[src/rtl/snap_capture_ctrl.sv]
// Snapshot capture controller: arm/trigger/delay sequencing that fills the BRAM user port exactly once per arm.
// Latency: din at edge k appears on bram_din/bram_we at edge k+1; no backpressure, the buffer accepts every write.
module snap_capture_ctrl #(
    parameter int USER_ADDR_BITS = 10,
    parameter int DATA_WIDTH     = 32,
    parameter int OFFSET_BITS    = 32
) (
    input  logic                      user_clk,
    input  logic                      user_rst,
    input  logic                      ctrl_arm,
    input  logic                      ctrl_trig_sel,
    input  logic                      ctrl_vld_sel,
    input  logic [OFFSET_BITS-1:0]    trig_offset,
    input  logic [DATA_WIDTH-1:0]     din,
    input  logic                      din_vld,
    input  logic                      trig,
    output logic [USER_ADDR_BITS-1:0] bram_addr,
    output logic [DATA_WIDTH-1:0]     bram_din,
    output logic                      bram_we,
    output logic                      status_busy,
    output logic                      status_done,
    output logic [USER_ADDR_BITS:0]   status_count
);

    typedef enum logic [2:0] {
        IDLE    = 3'd0,
        ARMED   = 3'd1,
        DELAY   = 3'd2,
        CAPTURE = 3'd3,
        DONE    = 3'd4
    } state_t;

    localparam logic [USER_ADDR_BITS-1:0] LAST_ADDR = '1;

    state_t                    state;
    logic                      arm_q;
    logic [OFFSET_BITS-1:0]    delay_cnt;
    logic [USER_ADDR_BITS-1:0] wr_ptr;

    logic arm_edge;
    logic trig_event;
    logic cap_cycle;
    logic qualified;

    // The trigger cycle (zero offset) and the last delay cycle are themselves capture cycles.
    always_comb begin
        arm_edge   = ctrl_arm & ~arm_q;
        trig_event = (state == ARMED) && (!ctrl_trig_sel || trig);
        cap_cycle  = (state == CAPTURE)
                  || (trig_event && (trig_offset == '0))
                  || ((state == DELAY) && (delay_cnt == OFFSET_BITS'(1)));
        qualified  = !ctrl_vld_sel || din_vld;
    end

    always_ff @(posedge user_clk) begin
        if (user_rst) begin
            state        <= IDLE;
            arm_q        <= 1'b0;
            delay_cnt    <= '0;
            wr_ptr       <= '0;
            bram_addr    <= '0;
            bram_din     <= '0;
            bram_we      <= 1'b0;
            status_busy  <= 1'b0;
            status_done  <= 1'b0;
            status_count <= '0;
        end else begin
            arm_q   <= ctrl_arm;
            bram_we <= 1'b0;

            case (state)
                IDLE, DONE: begin
                    if (arm_edge) begin
                        state        <= ARMED;
                        wr_ptr       <= '0;
                        status_count <= '0;
                        status_busy  <= 1'b1;
                        status_done  <= 1'b0;
                    end
                end
                ARMED: begin
                    if (trig_event && (trig_offset != '0)) begin
                        delay_cnt <= trig_offset;
                        state     <= DELAY;
                    end
                end
                DELAY: begin
                    if (delay_cnt != OFFSET_BITS'(1))
                        delay_cnt <= delay_cnt - 1'b1;
                end
                CAPTURE: ;
                default: state <= IDLE;
            endcase

            // Later assignments here override the transitions chosen above.
            if (cap_cycle) begin
                state <= CAPTURE;
                if (qualified) begin
                    bram_we      <= 1'b1;
                    bram_addr    <= wr_ptr;
                    bram_din     <= din;
                    status_count <= status_count + 1'b1;
                    if (wr_ptr == LAST_ADDR) begin
                        state       <= DONE;
                        status_busy <= 1'b0;
                        status_done <= 1'b1;
                    end else begin
                        wr_ptr <= wr_ptr + 1'b1;
                    end
                end
            end
        end
    end

endmodule

[config.mk]
export PLATFORM = sky130hd
export DESIGN_NAME = snap_capture_ctrl
export DESIGN_NICKNAME = d
export VERILOG_FILES = /design/src/rtl/snap_capture_ctrl.sv
export SDC_FILE = /design/constraint.sdc
export NUM_CORES = 1
export LEC_CHECK = 0
export CAP_MARGIN = 15
export CORE_UTILIZATION = 49
export CTS_CLUSTER_DIAMETER = 100
export CTS_CLUSTER_SIZE = 16
export DETAILED_ROUTE_END_ITERATION = 16
export PLACE_DENSITY = 0.81
export SYNTH_ARGS = -nofsm -noshare
export SYNTH_HDL_FRONTEND = slang
export SYNTH_SLANG_ARGS = --single-unit
export TNS_END_PERCENT = 100
[constraint.sdc]
create_clock -name user_clk -period 4.2 [get_ports user_clk]
set_input_delay 0.84 -clock user_clk [delete_from_list [all_inputs] [get_ports user_clk]]
set_output_delay 0.84 -clock user_clk [all_outputs]
set_load 0.01 [all_outputs]
==> reports/results.txt, run 1 <==
H-tree Lvls = 3
Min Tclk post-route = 3.408 ns
Seq/Total Area, Yosys = 41.35%
Largest net degree at the start of global routing = 51
Core Area = 9774 um2
Simple-Gate Fraction of Synth Area = 28.25%
M3 GR Usage = 3.762%
Top post-synthesis cells by area = dfxtp_1 41%, nand2_1 11%, a21oi_1 8.5%, o21ai_0 4.6%, nand3_1 2.8%
Final setup viols = 0
Final Slew Violations = 0
Compound-Gate Fraction of Synth Area = 23.76%
Synth cell count leaders = 145 x nand2_1, 102 x dfxtp_1, 84 x a21oi_1, 45 x o21ai_0, 34 x clkbuf_1
Mapped Nets = 729
Leak = 2.178 nW
Setup CP Type = reg -> reg
Die W = 102.4 um
Max Fanout on Critical Path = 35
Antenna violations before repair = 0
Largest family of logic cells by synthesized area = simple AND/OR/NAND/NOR gates
Synthesized area = 4938 um2
Flop2flop setup slack = 0.79 ns
Post-DRT Antenna Nets = 0
Share of cells above drive strength 1 = 4.756%
CTS tree = built
Max-cap violations = 0
Finished Core Util = 65.55%
Startpoint types = flip-flop
Pwr Density = 302.9 nW/um2
Slew @ Worst Pin = 0.8802 ns
CP max stage delay = 0.66 ns
Element type at the critical path end = flip-flop
Clock Latency Late Sink = 0.38 ns
Mapped Cells = 654
Biggest area consumer among synthesized cells = dfxtp_1
# IOs = 127
Crit-path most repeated cell = or4_1
Routed vias/inst = 5.829
Most frequent cell after synthesis = nand2_1
HPWL Detailed = 9197 um
RePlAce Congestion = 0.8468
Die Height = 102.4 um
Slowest CP cell = or4_1
Clock Skew = 0.01646 ns
Setup WS post-layout = 0.7918 ns
Wire length per cell = 14.82 um
Async S/R FF share, synth = 0%
Worst hold path startpoint = bram_addr[4]
Clock slew seen by the registers of the worst setup and hold paths = 0.10 ns
Fmax achieved = 0.2934 GHz
Peak VDD IR = 0.0001793 V
Fin nets = 827
Place WS = 0.6087 ns
Post-Synth Adder-Cell Area = 1.013%
Met1 GRT Util = 31.72%
Cell Rows = 36
GR Layer Usage met2 = 41.97%
Clk buf depth = 2
Global route overflow = 0
Busiest metal layer after global routing = met2
Global Route Usage Sum = 24.89%
Vias in the first global route = 4657
Worst reg2reg path depth = 7
Drt initial violations = 360
Post-synth EDFFs = 0
CP cell instances = or4_1 > or4_1 > or4_4 > a21oi_4 > buf_4 > nand2_1 > a21oi_1
Routed WL = 13190 um
Status = complete, no violations
I/O Buffers = 126
First-pass GRT wire length = 20760 um
Diode count = 0
Unique cell type count in the Yosys netlist = 55
Postcts setup bufs = 0
Synthesis-stage register bit count = 102
Total number of vias = 5188
Critical path required time = 4.50 ns
Min-Delay Endpoint = bram_addr[4]
Slew margin rel. = 41.32%
WP data arrival = 3.71 ns
Avg Inst Size Synth = 7.551 um2
Top Family by Delay on Critical Path = simple AND/OR/NAND/NOR gates
Period utilization = 81.15%
Final Hold Viols = 0
Multiplexer share of the synthesized area = 0.2027%
Area added between synthesis and finish = 29.74%
CTS Buf Count = 9
Synth top area share = 41.35%
Die footprint = 10480 um2
Final setup TNS = 0 ns
Hold Path Class = reg -> reg
Critical R2R Launch = delay_cnt[15]
Clk root buf = clkbuf_8
Post-CTS sizing = 0
Initial core utilization = 50.52%
R2r endpoint = state[2]
Hold path depth = 2
Clock Sinks = 102
CP bufs+invs = 1
Hold_buf cts = 0
Top_reg_cell synth = dfxtp_1
XOR/XNOR Fraction of Synth Area = 0.5320%
Yosys warns = 0
DR DRC count = 0
Unrepaired setup endpoints after global routing = false
1st-pass router iterations = 7
## layer usage
metal | share of wire, % | vias up
li1 | - | 2555
met5 | 0 | -
met1 | 43 | 2446
met3 | 5.3 | 22
met2 | 50 | 165
met4 | 1.4 | 0
## where the power goes
| group | internal (W) | total (W) | switching, W |
|---|---|---|---|
| registers | 0.000986 | 0.00101 | 0.0000214 |
| clock network | 0.000242 | 0.000612 | 0.000370 |
| logic | 0.000127 | 0.000321 | 0.000194 |
## state kept, by name, indices dropped and copies added (netlist names), 3 cells and up
signal,count
bram_din,32
delay_cnt,32
status_count,11
bram_addr,10
wr_ptr,10
state,3
## layout by cell type, fill, tap and decap left out, types with 5 or more instances in the layout
cell type and count:
nand2_1 145, clkdlybuf4s50_1 125, dfxtp_1 102, a21oi_1 84
o21ai_0 45, nand3_1 28, nor2_1 26, nor4_1 22
nor3_1 12, and3_1 12, inv_1 10, clkbuf_8 10
nand4_1 9, o31ai_1 9, nor2b_1 8, a211oi_1 8
o211ai_1 6, or2_2 5, a211o_1 5, buf_4 5
## per-stage QoR
step,hold slack (ns),total power [W],instances,cell area [um2]
floorplan,0.4406,0.001214,654,4938
global placement,0.4418,0.001335,874,6218
detailed placement,0.4462,0.001344,874,6218
CTS,0.4599,0.001940,890,6407
global route,0.4735,0.002018,890,6407
finish,0.4583,0.001941,890,6407
## area by class of cell
class	count	area, um2
fill	888	3367
multi-input combinational	497	2674
sequential	102	2042
timing repair buffer	131	1294
tap	133	166.4
clock buffer	10	137.6
clock inverter	6	51.30
inverter	11	42.54
## worst max-delay path by stage
stage	cells past startpoint	slack [ns]	from	endpoint
after floorplan	10	1.26	delay_cnt[15]	wr_ptr[5]
after global placement	7	0.66	trig_offset[3]	wr_ptr[0]
after detailed placement	9	0.61	trig_offset[2]	wr_ptr[5]
after CTS	8	0.80	delay_cnt[15]	wr_ptr[5]
after global routing	8	0.54	delay_cnt[15]	wr_ptr[5]
final	7	0.79	delay_cnt[15]	state[2]
## kinds of logic (layout without fill, tap and decap cells)
family | Yosys count | count (layout)
XOR/XNOR | 3 | 3
adder cells (fa/ha/maj) | 4 | 4
buffers and inverters | 55 | 158
multiplexers | 1 | 1
AO/OA/AOI/OAI | 194 | 194
AND/OR/NAND/NOR | 295 | 295
flip-flops | 102 | 102
## worst register-to-register path: stages (launching register included)
cell	delay, ns
dfxtp_1	0.38
or4_1	0.66
or4_1	0.57
or4_4	0.62
a21oi_4	0.40
buf_4	0.42
nand2_1	0.15
a21oi_1	0.15
No activity file was read; power rests on OpenSTA's default activity.
==> inputs of run 2 (changes only) <==
CORE_UTILIZATION = 44   (was 49)
PLACE_DENSITY = 0.77   (was 0.81)
clock period = 2.8 ns   (was 4.2 ns; I/O delays follow)
==> run 2 against run 1 <==
Effect of this change: via count grew 3.5%; sequential power rose by 50%; sequential share of layout area fell by 1.9 points; fmax is 27% higher; flip-flop and latch count stayed put; hold slack gained 0.00090 ns; die area increased by 11%; global-route usage shrank 1.2 points; core utilization fell by 2.9 points; first-iteration DRC count down 1.4%; largest cell class unchanged; largest power group unchanged; highest routed layer unchanged.
==> reports/results.txt, run 2 (same netlist as run 1, synthesis figures left out) <==
Commonest non-fill, non-tap cell in the layout = nand2_1 (unchanged)
Worst hold slack = 0.4592 ns (was 0.4583 ns)
Worst Setup SP = delay_cnt[16] (was delay_cnt[15])
Worst reg2reg path depth = 8 (was 7)
First-pass GRT wire length = 22290 um (was 20760 um)
Hold Path Class = reg -> reg (unchanged)
Leak = 2.402 nW (was 2.178 nW)
Finished Core Util = 62.62% (was 65.55%)
Wire length per cell = 14.69 um (was 14.82 um)
Total number of vias = 5371 (was 5188)
# IOs = 127 (unchanged)
Largest net degree at the start of global routing = 51 (unchanged)
1st-pass router iterations = 5 (was 7)
CP max stage delay = 0.53 ns (was 0.66 ns)
Slew @ Worst Pin = 0.8754 ns (was 0.8802 ns)
Antenna violations before repair = 0 (unchanged)
Post-DRT Antenna Nets = 0 (unchanged)
CTS tree = built (unchanged)
Fmax achieved = 0.3732 GHz (was 0.2934 GHz)
Top Family by Delay on Critical Path = simple AND/OR/NAND/NOR gates (unchanged)
Core Area = 10890 um2 (was 9774 um2)
Top Registers = bram_din (32), delay_cnt (32), status_count (11) (unchanged)
Drt initial violations = 355 (was 360)
Diode count = 0 (unchanged)
Clk root buf = clkbuf_8 (unchanged)
Final setup TNS = 0 ns (unchanged)
WP data arrival = 2.95 ns (was 3.71 ns)
Share of cells above drive strength 1 = 10.25% (was 4.756%)
Die W = 107.9 um (was 102.4 um)
CP bufs+invs = 1 (unchanged)
HPWL Detailed = 9955 um (was 9197 um)
Most frequent cells in the layout = 145 x nand2_1, 125 x clkdlybuf4s50_1, 100 x dfxtp_1, 84 x a21oi_1, 45 x o21ai_0 (was 145 x nand2_1, 125 x clkdlybuf4s50_1, 102 x dfxtp_1, 84 x a21oi_1, 45 x o21ai_0)
Routed vias/inst = 5.714 (was 5.829)
Fill count = 962 (was 888)
Hold_buf cts = 0 (unchanged)
RePlAce Congestion = 0.8739 (was 0.8468)
Final std cells w/o fill = 940 (was 890)
Period utilization = 95.69% (was 81.15%)
Final Slew Violations = 0 (unchanged)
Hold path depth = 2 (unchanged)
Element type at the critical path end = flip-flop (unchanged)
Clock Latency Late Sink = 0.37 ns (was 0.38 ns)
Die footprint = 11650 um2 (was 10480 um2)
Status = complete, no violations (unchanged)
Min-Delay Endpoint = bram_din[17] (was bram_addr[4])
Min Tclk post-route = 2.679 ns (was 3.408 ns)
CTS Buf Count = 9 (unchanged)
Unrepaired setup endpoints after global routing = false (unchanged)
Startpoint types = flip-flop (unchanged)
Max Fanout on Critical Path = 5 (was 35)
Slew margin rel. = 41.64% (was 41.32%)
Clock slew seen by the registers of the worst setup and hold paths = 0.09 ns (was 0.10 ns)
I/O Buffers = 126 (unchanged)
Routed WL = 13810 um (was 13190 um)
Flop2flop setup slack = 0.12 ns (was 0.79 ns)
CP cell instances = or4_1 > or4_4 > or4_4 > a21oi_4 > nand2_2 > clkinv_2 > nand2_1 > o311ai_2 (was or4_1 > or4_1 > or4_4 > a21oi_4 > buf_4 > nand2_1 > a21oi_1)
Critical R2R Launch = delay_cnt[16] (was delay_cnt[15])
Clock Skew = 0.01535 ns (was 0.01646 ns)
Max-cap violations = 0 (unchanged)
Pwr Density = 443.3 nW/um2 (was 302.9 nW/um2)
CP Depth = 8 (was 7)
Placed insts = 924 (was 874)
Clk buf depth = 2 (unchanged)
Fin nets = 870 (was 827)
Cell Rows = 38 (was 36)
Setup CP Type = reg -> reg (unchanged)
Critical path required time = 3.07 ns (was 4.50 ns)
Slowest CP cell = or4_1 (unchanged)
H-tree Lvls = 3 (unchanged)
Vias in the first global route = 4881 (was 4657)
Die Height = 107.9 um (was 102.4 um)
R2r endpoint = wr_ptr[5] (was state[2])
Initial core utilization = 45.36% (was 50.52%)
DR DRC count = 0 (unchanged)
Worst hold path startpoint = bram_din[17] (was bram_addr[4])
Crit-path most repeated cell = or4_4 (was or4_1)
Total Power = 0.003022 W (was 0.001941 W)
Global Route Usage Sum = 23.67% (was 24.89%)
Area added between synthesis and finish = 38.05% (was 29.74%)
Peak VDD IR = 0.0003227 V (was 0.0001793 V)
Global route overflow = 0 (unchanged)
Clock Sinks = 102 (unchanged)
Final setup viols = 0 (unchanged)
Final Hold Viols = 0 (unchanged)
-- run 2: cell types whose count changed in the layout (fill, tap and decap cells not counted), sizes merged --
| cell | before | now |
|---|---|---|
| bufinv | 0 | 1 |
| inv | 13 | 11 |
| buf | 6 | 49 |
| clkinv | 4 | 1 |
| clkbuf | 10 | 14 |
-- run 2: area by class of cell --
type | count | area (um2) | area share (%)
multi-input cells | 497 | 2696 | 39.55
flip-flops and latches | 102 | 2044 | 29.99
repair buffers | 174 | 1658 | 24.32
well taps | 140 | 175.2 | 2.569
clock buffers | 14 | 162.7 | 2.386
inverters | 11 | 42.54 | 0.6240
clock inverters | 2 | 38.79 | 0.5689
-- run 2: routing by layer --
| metal | vias to the layer above | routed length, um | global-route usage, % |
|---|---|---|---|
| li1 | 2635 | - | - |
| met1 | 2521 | 5697 | 27.45 |
| met2 | 185 | 6982 | 42.27 |
| met3 | 30 | 813 | 5.606 |
| met4 | 0 | 313 | 8.317 |
| met5 | - | 0 | 0 |
-- run 2: worst max path at each step --
| stage | end | slack, ns |
|---|---|---|
| final | wr_ptr[5] | 0.12 |
| after global routing | wr_ptr[5] | 0.02 |
| after CTS | status_count[8] | 0.05 |
| after detailed placement | status_count[10] | -0.20 |
| after global placement | status_count[6] | -0.15 |
| after floorplan | wr_ptr[5] | -0.02 |
-- run 2: per-stage QoR --
stage | worst slack (ns) | area (um2)
detailed placement | -0.1962 | 6595
global route | 0.02452 | 6818
floorplan | -0.02063 | 4954
global placement | -0.1538 | 6595
finish | 0.1207 | 6818
CTS | 0.04992 | 6804
-- run 2: what timing repair did --
| item | in CTS | in global routing |
|---|---|---|
| gates resized for setup | 2 | 2 |
| setup buffers | 0 | 0 |
| setup endpoints to repair | 5 | 13 |
| pin swaps | 0 | 2 |
-- run 2: worst min-delay path, cell delays in order, from the launching register on --
cell	delay [ns]
dfxtp_1	0.32
nand2_1	0.05
a21oi_1	0.05
-- run 2: where the power goes --
| part | internal, W | leakage [nW] | total, W | switching [W] |
|---|---|---|---|---|
| Combinational | 0.000245 | 1.48 | 0.000553 | 0.000309 |
| Clock | 0.000468 | 0.101 | 0.000959 | 0.000491 |
| Sequential | 0.00148 | 0.825 | 0.00151 | 0.0000311 |
==> inputs of run 3 (changes only) <==
SETUP_SLACK_MARGIN = 0.15   (was unset)
==> run 3 against run 2 <==
Effect of this change: first-iteration DRC count is 15% higher; clock skew is 0.0064 ns lower; total power is 1.4% higher; hold slack worse by 0.0038 ns; setup slack better by 0.025 ns; cell count is 1.4% higher; critical path type unchanged; largest cell class unchanged; largest power group unchanged.
==> reports/results.txt, run 3 (same netlist as run 1, synthesis figures left out) <==
Initial core utilization = 45.36% (unchanged)
Die Height = 107.9 um (unchanged)
Final setup viols = 0 (unchanged)
Clock slew seen by the registers of the worst setup and hold paths = 0.09 ns (about the same)
Antenna violations before repair = 0 (unchanged)
DR DRC count = 0 (unchanged)
Fmax achieved = 0.3767 GHz (was 0.3732 GHz)
Routed vias/inst = 5.597 (was 5.714)
Clock Sinks = 102 (unchanged)
CTS Buf Count = 9 (unchanged)
Status = complete, no violations (unchanged)
WP data arrival = 2.89 ns (was 2.95 ns)
DRT met1 WL = 6045 um (was 5697 um)
Vias in the first global route = 5092 (was 4881)
Top Registers = bram_din (32), delay_cnt (32), status_count (11) (unchanged)
Pwr Density = 430.9 nW/um2 (was 443.3 nW/um2)
Commonest non-fill, non-tap cell in the layout = nand2_1 (unchanged)
Largest net degree at the start of global routing = 51 (unchanged)
Slew margin rel. = 41.01% (was 41.64%)
Hold Path Class = reg -> reg (unchanged)
Unrepaired setup endpoints after global routing = true (was false)
Core Area = 10890 um2 (unchanged)
Post-DRT Antenna Nets = 0 (unchanged)
Worst hold slack = 0.4554 ns (was 0.4592 ns)
Finished Core Util = 65.34% (was 62.62%)
Final Slew Violations = 0 (unchanged)
Peak VDD IR = 0.0002464 V (was 0.0003227 V)
Max Used Layer = met4 (unchanged)
Element type at the critical path end = flip-flop (unchanged)
Max Fanout on Critical Path = 6 (was 5)
Setup CP Type = reg -> reg (unchanged)
H-tree Lvls = 3 (unchanged)
Final Hold Viols = 0 (unchanged)
Routed length on met2 = 7369 um (was 6982 um)
Share of cells above drive strength 1 = 13.53% (was 10.25%)
Startpoint types = flip-flop (unchanged)
Die W = 107.9 um (unchanged)
CTS tree = built (unchanged)
Drt initial violations = 407 (was 355)
Leak = 2.510 nW (was 2.402 nW)
Total number of vias = 5334 (was 5371)
Cell Rows = 38 (unchanged)
HPWL Detailed = 9920 um (was 9955 um)
Area added between synthesis and finish = 44.06% (was 38.05%)
Slew @ Worst Pin = 0.8849 ns (was 0.8754 ns)
I/O Buffers = 126 (unchanged)
Critical path required time = 3.04 ns (was 3.07 ns)
Clk root buf = clkbuf_8 (unchanged)
Max-cap violations = 0 (unchanged)
Total Power = 0.003065 W (was 0.003022 W)
1st-pass router iterations = 5 (unchanged)
Clk buf depth = 2 (unchanged)
Period utilization = 94.80% (was 95.69%)
Routed WL = 14280 um (was 13810 um)
Clock Skew = 0.008970 ns (was 0.01535 ns)
Diode count = 0 (unchanged)
RePlAce Congestion = 0.8013 (was 0.8739)
Min Tclk post-route = 2.654 ns (was 2.679 ns)
Fin nets = 884 (was 870)
# IOs = 127 (unchanged)
Metal3 WL = 616 um (was 813 um)
Global route overflow = 0 (unchanged)
Wire length per cell = 14.98 um (was 14.69 um)
Clock Latency Late Sink = 0.37 ns (about the same)
First-pass GRT wire length = 23360 um (was 22290 um)
Most frequent cells in the layout = 145 x nand2_1, 125 x clkdlybuf4s50_1, 100 x dfxtp_1, 82 x a21oi_1, 51 x buf_4 (was 145 x nand2_1, 125 x clkdlybuf4s50_1, 100 x dfxtp_1, 84 x a21oi_1, 45 x o21ai_0)
Die footprint = 11650 um2 (unchanged)
Global Route Usage Sum = 24.75% (was 23.67%)
==> run 3: critical path: stages (launching register included) <==
cell      delay, ns
dfxtp_4        0.35
or4_4          0.51
or4_4          0.44
or4_4          0.48
a21o_4         0.28
buf_12         0.13
o211ai_1       0.20
o311ai_2       0.14
==> run 3: final cells by class <==
type	count	area, um2
fillers	931	3774
multi-input cells	498	2783
flip-flops and latches	102	2047
repair buffers	187	1856
well taps	140	175.2
clock buffers	12	165.2
inverters	11	46.29
clock inverters	3	42.54
==> run 3: where the power goes <==
group	internal [W]	switching (W)
sequential	0.00148	0.0000315
combinational	0.000268	0.000313
clock	0.000481	0.000495
==> run 3: timing repair <==
action,in CTS,in global routing
gates resized for setup,11,10
hold endpoints to repair,0,0
setup buffers,7,0
hold buffers,0,0
pin swaps,12,5
cloned,2,1
endpoints found under the setup margin,86,83
==> run 3: worst paths after layout <==
kind | start | depth (start not counted) | slack [ns] | to
setup / recovery | delay_cnt[16] | 7 | 0.15 | wr_ptr[7]
setup reg to reg | delay_cnt[16] | 7 | 0.15 | wr_ptr[7]
hold / removal | bram_din[31] | 2 | 0.46 | bram_din[31]
hold reg to reg | bram_din[31] | 2 | 0.46 | bram_din[31]
==> run 3: per-layer routing <==
layer	global-route usage, %	vias to the layer above
met5	0	-
met4	9.589	0
met3	2.954	19
met2	44.13	156
met1	30.22	2503
li1	-	2656
==> run 3: per-stage QoR <==
stage                     instances  cell area (um2)  worst slack [ns]  setup TNS, ns
after floorplan                 654             5007          -0.02023       -0.04635
after global placement          928             6664           -0.1630         -6.994
after detailed placement        928             6664           -0.1968         -7.495
after CTS                       952             7037           0.08533              0
after global routing            953             7114           0.08339              0
final                           953             7114            0.1457              0
